## src/rtl/riscv_pkg.sv

```systemverilog
// Shared types for the RV32I pipeline control logic.
package riscv_pkg;

    typedef enum logic [1:0] {
        FWD_RF  = 2'b00,
        FWD_WB  = 2'b01,
        FWD_MEM = 2'b10
    } fwd_sel_e;

    typedef enum logic [1:0] {
        HZ_RUN,
        HZ_MEM_WAIT,
        HZ_ERROR
    } hz_state_e;

    localparam logic [4:0] REG_ZERO = 5'd0;

endpackage

```

## src/rtl/forward_sel.sv

```systemverilog
// EX operand forwarding selector for a single source operand.
module forward_sel
    import riscv_pkg::*;
(
    input  logic [4:0] rs,
    input  logic [4:0] rd_m,
    input  logic       reg_write_m,
    input  logic [4:0] rd_w,
    input  logic       reg_write_w,
    output logic [1:0] fwd
);

    fwd_sel_e sel;

    // The younger result in M shadows the older one in W; x0 is hard-wired zero.
    always_comb begin
        sel = FWD_RF;
        if (reg_write_m && rd_m != REG_ZERO && rd_m == rs) begin
            sel = FWD_MEM;
        end else if (reg_write_w && rd_w != REG_ZERO && rd_w == rs) begin
            sel = FWD_WB;
        end
    end

    assign fwd = sel;

endmodule

```

## src/rtl/pipeline_hazard_ctrl.sv

```systemverilog
// Pipeline stall/flush sequencer with forwarding, memory-wait handling and perf counters.
module pipeline_hazard_ctrl
    import riscv_pkg::*;
#(
    parameter int MEM_TIMEOUT = 16,
    parameter int CNT_W       = 32
) (
    input  logic             clk,
    input  logic             rst_n,
    input  logic [4:0]       rs1_d,
    input  logic [4:0]       rs2_d,
    input  logic [4:0]       rs1_e,
    input  logic [4:0]       rs2_e,
    input  logic [4:0]       rd_e,
    input  logic [4:0]       rd_m,
    input  logic [4:0]       rd_w,
    input  logic             load_e,
    input  logic             reg_write_m,
    input  logic             reg_write_w,
    input  logic             pc_src_e,
    input  logic             mem_access_m,
    input  logic             dmem_ready,
    output logic             stall_f,
    output logic             stall_d,
    output logic             stall_e,
    output logic             stall_m,
    output logic             flush_d,
    output logic             flush_e,
    output logic             flush_w,
    output logic [1:0]       fwd_a_e,
    output logic [1:0]       fwd_b_e,
    output logic             mem_err,
    output logic [CNT_W-1:0] stall_cycles,
    output logic [CNT_W-1:0] flush_count
);

    localparam int WAIT_W = (MEM_TIMEOUT > 2) ? $clog2(MEM_TIMEOUT) : 1;

    hz_state_e         state, state_next;
    logic [WAIT_W-1:0] wait_cnt, wait_next;
    logic              lw_stall;
    logic              st_f, st_d, st_e, st_m, fl_d, fl_e, fl_w;
    logic [1:0]        fwd_a, fwd_b;

    forward_sel u_fwd_a (
        .rs          (rs1_e),
        .rd_m        (rd_m),
        .reg_write_m (reg_write_m),
        .rd_w        (rd_w),
        .reg_write_w (reg_write_w),
        .fwd         (fwd_a)
    );

    forward_sel u_fwd_b (
        .rs          (rs2_e),
        .rd_m        (rd_m),
        .reg_write_m (reg_write_m),
        .rd_w        (rd_w),
        .reg_write_w (reg_write_w),
        .fwd         (fwd_b)
    );

    assign lw_stall = load_e && rd_e != REG_ZERO && (rd_e == rs1_d || rd_e == rs2_d);

    // While M is blocked the whole pipe freezes and a bubble enters WB; E-stage hazards wait.
    always_comb begin
        state_next = state;
        wait_next  = wait_cnt;
        st_f = 1'b0;
        st_d = 1'b0;
        st_e = 1'b0;
        st_m = 1'b0;
        fl_d = 1'b0;
        fl_e = 1'b0;
        fl_w = 1'b0;
        case (state)
            HZ_RUN: begin
                if (mem_access_m && !dmem_ready) begin
                    {st_f, st_d, st_e, st_m} = 4'b1111;
                    fl_w       = 1'b1;
                    state_next = HZ_MEM_WAIT;
                    wait_next  = WAIT_W'(1);
                end else begin
                    st_f = lw_stall;
                    st_d = lw_stall;
                    fl_e = lw_stall | pc_src_e;
                    fl_d = pc_src_e;
                end
            end
            HZ_MEM_WAIT: begin
                {st_f, st_d, st_e, st_m} = 4'b1111;
                fl_w = 1'b1;
                if (dmem_ready) begin
                    state_next = HZ_RUN;
                    wait_next  = '0;
                end else if (wait_cnt == WAIT_W'(MEM_TIMEOUT - 1)) begin
                    state_next = HZ_ERROR;
                end else begin
                    wait_next = wait_cnt + WAIT_W'(1);
                end
            end
            HZ_ERROR: begin
                {st_f, st_d, st_e, st_m} = 4'b1111;
                fl_w = 1'b1;
            end
            default: begin
                state_next = HZ_RUN;
                wait_next  = '0;
            end
        endcase
    end

    assign stall_f = rst_n & st_f;
    assign stall_d = rst_n & st_d;
    assign stall_e = rst_n & st_e;
    assign stall_m = rst_n & st_m;
    assign flush_d = rst_n & fl_d;
    assign flush_e = rst_n & fl_e;
    assign flush_w = rst_n & fl_w;
    assign fwd_a_e = rst_n ? fwd_a : 2'b00;
    assign fwd_b_e = rst_n ? fwd_b : 2'b00;

    always_ff @(posedge clk or negedge rst_n) begin
        if (!rst_n) begin
            state    <= HZ_RUN;
            wait_cnt <= '0;
            mem_err  <= 1'b0;
        end else begin
            state    <= state_next;
            wait_cnt <= wait_next;
            if (state_next == HZ_ERROR) begin
                mem_err <= 1'b1;
            end
        end
    end

    // Counters stick at all-ones rather than wrapping so long runs stay readable.
    always_ff @(posedge clk or negedge rst_n) begin
        if (!rst_n) begin
            stall_cycles <= '0;
            flush_count  <= '0;
        end else begin
            if (stall_f && stall_cycles != '1) begin
                stall_cycles <= stall_cycles + CNT_W'(1);
            end
            if (flush_d && flush_count != '1) begin
                flush_count <= flush_count + CNT_W'(1);
            end
        end
    end

endmodule

```

## config.mk

```make
export PLATFORM = sky130hd
export DESIGN_NAME = pipeline_hazard_ctrl
export DESIGN_NICKNAME = d
export VERILOG_FILES = /design/src/rtl/riscv_pkg.sv /design/src/rtl/forward_sel.sv /design/src/rtl/pipeline_hazard_ctrl.sv
export SDC_FILE = /design/constraint.sdc
export NUM_CORES = 1
export LEC_CHECK = 0
export ABC_AREA = 1
export BUFFER_PORTS_ARGS = -buffer_cell sky130_fd_sc_hd__buf_2
export CELL_PAD_IN_SITES_DETAIL_PLACEMENT = 0
export CELL_PAD_IN_SITES_GLOBAL_PLACEMENT = 1
export CORE_MARGIN = 5
export CORE_UTILIZATION = 35
export CTS_CLUSTER_DIAMETER = 40
export DETAILED_ROUTE_END_ITERATION = 7
export PLACE_DENSITY = 0.77
export SYNTH_ARGS = -nofsm -noshare
export SYNTH_HDL_FRONTEND = slang
export SYNTH_SLANG_ARGS = --single-unit
```

## constraint.sdc

```tcl
create_clock -name clk -period 1.5 [get_ports clk]
set_input_delay 0.225 -clock clk [delete_from_list [all_inputs] [get_ports clk]]
set_output_delay 0.225 -clock clk [all_outputs]
set_load 0.03 [all_outputs]
```

# == Word-level counts from Yosys, hierarchy flattened ==
# Index checks and enable logic that the tools add are counted.
# op_classes
eq_ne,14
add_sub_neg,3
n_mux,22
n_reduce_logical,19
bitwise,6
# op_table
cell,n
"32-bit by 1-bit adder with 32-bit output, second input constant",2
"32-bit != test, second input constant",2
5-bit == test,6
5-bit nonzero test,3
2-bit two-way mux,7
4-bit two-way mux,3
4-bit case mux with 3 select lines,1
1-bit logical AND,11
1-bit two-way mux,8
2-bit case mux with 3 select lines,1
"4-bit by 1-bit adder with 4-bit output, second input constant",1
1-bit AND,4
"2-bit == test, second input constant",2
"4-bit == test, second input constant",1
1-bit case mux with 2 select lines,2
"3-bit != test, second input constant",1
3-bit AND reduction,1
"2-bit by 1-bit == test with 1-bit output, second input constant",1
2-bit zero test,1
"2-bit != test, second input constant",1
2-bit OR reduction,1
1-bit zero test,1
1-bit logical OR,1
1-bit inverter,1
1-bit OR,1
# totals
output_inout_bits,76
ff_bits,71
input_bits,43
wordCells,69

# == Depth between registers and ports, before layout ==
# depth
word_depth,7
ltp_mapped,13
ltp_nobuf,12

# == Hierarchy ==
# From an unflattened synthesis, not the netlist that was laid out.
# unflattened
hier_cells,845
hier_area_um2,5378.9
# by_module_without_submodules
module,seq_area_each_um2,instances,cells_each,area_each_um2
pipeline_hazard_ctrl,1776.7,1,745,4951.0
forward_sel,0.0,2,50,214.0

# == Worst setup path after synthesis ==
# Ideal clock, no wire load.
# synth_path
kind,flip-flop to flip-flop
from,register stall_cycles[0]
to,register stall_cycles[2]
t_arrival_ps,1877
required_time_ps,1434
path_stages_with_launch,11
setup_slack_ps,-443
synth_period_minus_slack_ps,1943
path_buffers,1
setup_ps,66
path_cell_list,dfrtp_1 > ha_1 > nand3_2 > nor2_4 > nand3_2 > nor2_4 > nand4_4 > nand2_2 > buf_6 > nand2_1 > nand2_1
# synth_via
elab_chain_len,2
elab_cells_between_ends,3
classes_between,1 x add/sub; 1 x eq/ne; 1 x reduce/logical
# synth_rtl
item,line,source
from (decl),pipeline_hazard_ctrl.sv:33,"output logic [CNT_W-1:0] stall_cycles,"
from (signal assigned),pipeline_hazard_ctrl.sv:144,stall_cycles <= stall_cycles + CNT_W'(1);
branches (longest 2 deep; another with 32-bit by 1-bit adder with 32-bit output),--,
# Several ways; the timed one is not identified.
# A chain may end at the register's enable or synchronous reset.

# == Worst setup path in the final report ==
# layout_path
from,register state[1]
to,output stall_e
# layout_via
elab_chain_len,4
elab_cells_between_ends,6
classes_between,2 x eq/ne; 1 x mux; 1 x bitwise; 2 x reduce/logical
# layout_rtl
item,line,source
from (decl),pipeline_hazard_ctrl.sv:39,"hz_state_e state, state_next;"
from (signal assigned),pipeline_hazard_ctrl.sv:129,state <= state_next;
2-bit by 1-bit == test with 1-bit output / 2-bit == test (equally long branches),pipeline_hazard_ctrl.sv:76,case (state)
2-bit OR reduction (no source line),--,
1-bit case mux with 2 select lines *,pipeline_hazard_ctrl.sv:76,
1-bit AND *,pipeline_hazard_ctrl.sv:115,assign stall_e = rst_n & st_e;
to (decl),pipeline_hazard_ctrl.sv:25,"output logic stall_e,"
# Mark *: on every way between the ends. The rest lies on a longest branch, timed or not.

==> results.md <==
- Largest family of logic cells by synthesized area: simple AND/OR/NAND/NOR gates
- Slew @ Worst Pin: 0.622 ns
- Post-synthesis cell count: 751
- Crit share post-route: 121%
- Status: complete, but fails checks
- Final hold violations: 0
- Post-route worst setup slack: -0.315 ns
- MaxCap Viol Count: 0
- Global route overflow: 0
- CP bufs+invs: 5
- FF+latch count, synth: 71
- ANT nets after route: 0
- Crit-path most repeated cell: buf_6
- Power Dens Cells: 1080 nW/um2
- Via count: 6073
- Clk buf depth: 2
- Die X: 130 um
- Met1 Use GR: 26.6%
- Leak: 4.57 nW
- TritonCTS Buffers: 9
- Die footprint: 17000 um2
- Ant diodes: 0
- DIE HEIGHT: 130 um
- DRC viols: 0
- Gr busiest metal: met2
- GR Util met2: 39.0%
- Crit Path Category: reg -> out
- GR Layer Usage met3: 4.31%
- Tmin final: 1.82 ns
- Syn nets: 801
- Xor/xnor share of the synthesized area: 10.5%
- Synth Area in Compound Gates: 3.50%
- R2R depth: 12
- Worst-Skew Late Latency: 0.34 ns
- Post-synth ARST share: 100%
- Final setup viols: 75
- Number of global-route vias before repair: 6150
- Drt total wl: 19200 um
- Critical path's largest stage delay: 0.40 ns
- Top cell family by delay on the critical path: buffers and inverters
- Yosys warning count: 0
- Clk sink count: 71
- Synth-to-Final Area Change: 76.2%
- Layout cell share with drive strength beyond 1: 51.7%
- Gpl congestion: 0.894
- EDFF count, synth: 0
- Adder and majority gate portion of the synthesized area: 1.73%
- Startpoint types: register
- Design Power: 9.62 mW
- Type of destination of the critical path: output pin
- CP required: 1.27 ns
- Post-Syn Area: 5070 um2
- Most used DFF post-synth: dfrtp_1
- Max-slew headroom: 58.5%
- Post-DP Area: 7170 um2
- Final net count: 1113
- Final Instance Area: 8930 um2
- Max Clock Skew: 0.00820 ns
- Antenna violations before repair: 0
- Starting density of the core: 35.3%
- Largest net degree at the start of global routing: 46
- Failing checks: setup timing
- Mux share of post-synthesis cell area: 0%
- Std-Cell Rows: 44
- CTS tree: built
- Slowest CP cell: dfrtp_1
- Yosys cell types: 35
- Post-Synth Simple-Gate Area: 42.0%
- Worst Hold Class: in -> async
- Post-synthesis sequential area ratio: 35.0%
- Hpwl dp: 13000 um
- Final Slew Violations: 0
- Core ar.: 14400 um2
- WP data arrival: 1.59 ns
- Maximum vdd drop: 0.000546 V
- Top-Level Pins: 119
- Fillers: 1246
- Syn_area_per_cell: 6.75 um2
- First-pass DRT Iterations: 5
- TNS Setup: -12.78 ns
- Worst path cell trace: inv_2, ha_4, inv_4, o21bai_4, nand3_4, buf_6, inv_6, buf_6
- Critical path peak fanout: 3
- RSZ-0062 raised after global routing: true
- Critical path depth: 8
- Wire length per cell: 15.4 um
- Routed vias/inst: 4.85
- Root Buffer: clkbuf_16
- Clock-pin slew on the worst setup and hold paths: 0.06 ns
- First-pass GRT wire length: 29900 um
- GRT Util Overall: 22.1%
- Fmax achieved: 0.551 GHz
- Iteration-0 DRC Markers: 268
- CTS HTree Levels: 3
- # port buffers: 118
-- path summary, 6_finish.rpt --
check / startpoint / to / slack [ns]
max: state[1] / stall_e / -0.32
min: rst_n / stall_cycles[12] / 0.10
max reg2reg: state[1] / stall_cycles[15] / -0.28
min reg2reg: mem_err / mem_err / 0.47
max in group asynchronous: rst_n / flush_count[29] / 0.61
min in group clk: mem_access_m / state[0] / 0.42
-- per-layer routing --
layer | vias up | share of wire [%] | routed length [um]
li1 | 3005 | - | -
met1 | 2845 | 40 | 7780
met2 | 170 | 52 | 9970
met3 | 53 | 4.5 | 873
met4 | 0 | 3.1 | 593
met5 | - | 0 | 0
-- Yosys cell counts (6+ instances only) --
cell | number | share of area [%]
nand2_1 | 284 | 21
nor2_1 | 87 | 6.4
dfrtp_1 | 71 | 35
inv_1 | 64 | 4.7
nand3_1 | 60 | 5.9
xor2_1 | 33 | 5.7
xnor2_1 | 28 | 4.8
nor3_1 | 23 | 2.3
o21ai_0 | 16 | 1.6
nand4_1 | 14 | 1.7
nand3b_1 | 12 | 1.8
buf_2 | 7 | 0.69
ha_1 | 7 | 1.7
buf_4 | 6 | 0.89
-- report_power, final --
group | total (mW) | internal [mW] | switching (mW)
combinational | 5.18 | 2.50 | 2.68
sequential | 2.38 | 2.15 | 0.232
clock | 2.06 | 1.21 | 0.854
-- cell families (layout without fill, tap and decap cells) --
logic type	after synthesis	in the layout
and+or+nand+nor	497	497
buffers and inverters	83	400
DFF	71	71
xor gates and xnor gates	61	61
AOI/OAI and AO/OA	32	32
adders and majority gates	7	7
-- placed cells by master, fill, tap and decap left out, types with 24 or more instances in the layout --
cell     netlist  routed
xor2_1        33      31
nand3_2        2      27
nand3_1       60      29
nand2_1      284     200
buf_4          6     158
nor2_1        87      72
nand2_2        2      65
buf_6          3      31
buf_2          7     105
dfrtp_1       71      46
dfrtp_2        0      25
inv_1         64      53
xnor2_1       28      24
-- metrics by stage --
stage	std cells	hold slack, ns	setup WS, ns	util, %
6_report	1252	0.101	-0.315	62.2
5_1_grt	1252	0.159	-0.379	62.2
4_1_cts	1254	0.130	-0.325	59.3
3_5_place_dp	1195	0.325	-0.193	49.9
3_3_place_gp	1195	0.325	-0.185	49.9
2_1_floorplan	751	-0.0706	-0.227	-
-- repair_timing --
item                       CTS  global route
gates cloned                 9             0
pin swaps                   56            66
setup endpoints to repair   75            79
hold buffers                 1             0
setup buffers               33             7
gates resized for setup    154           147
hold endpoints to repair     1             0
-- sequential cells by signal (all words and copies together) (netlist names) --
register and flops:
flush_count 32, stall_cycles 32, wait_cnt 4, state 2
mem_err 1
-- final cells by class --
type                    count  area [um2]  area share, %
repair buffers            319        2520           28.2
well taps                 184         230           2.58
flip-flops and latches     71        1810           20.2
multi-input cells         597        3830           42.8
clock buffers              13         260           2.91
clock inverters             3        17.5          0.196
inverters                  65         274           3.07
Note: power is estimated with default switching activity, not from simulation.
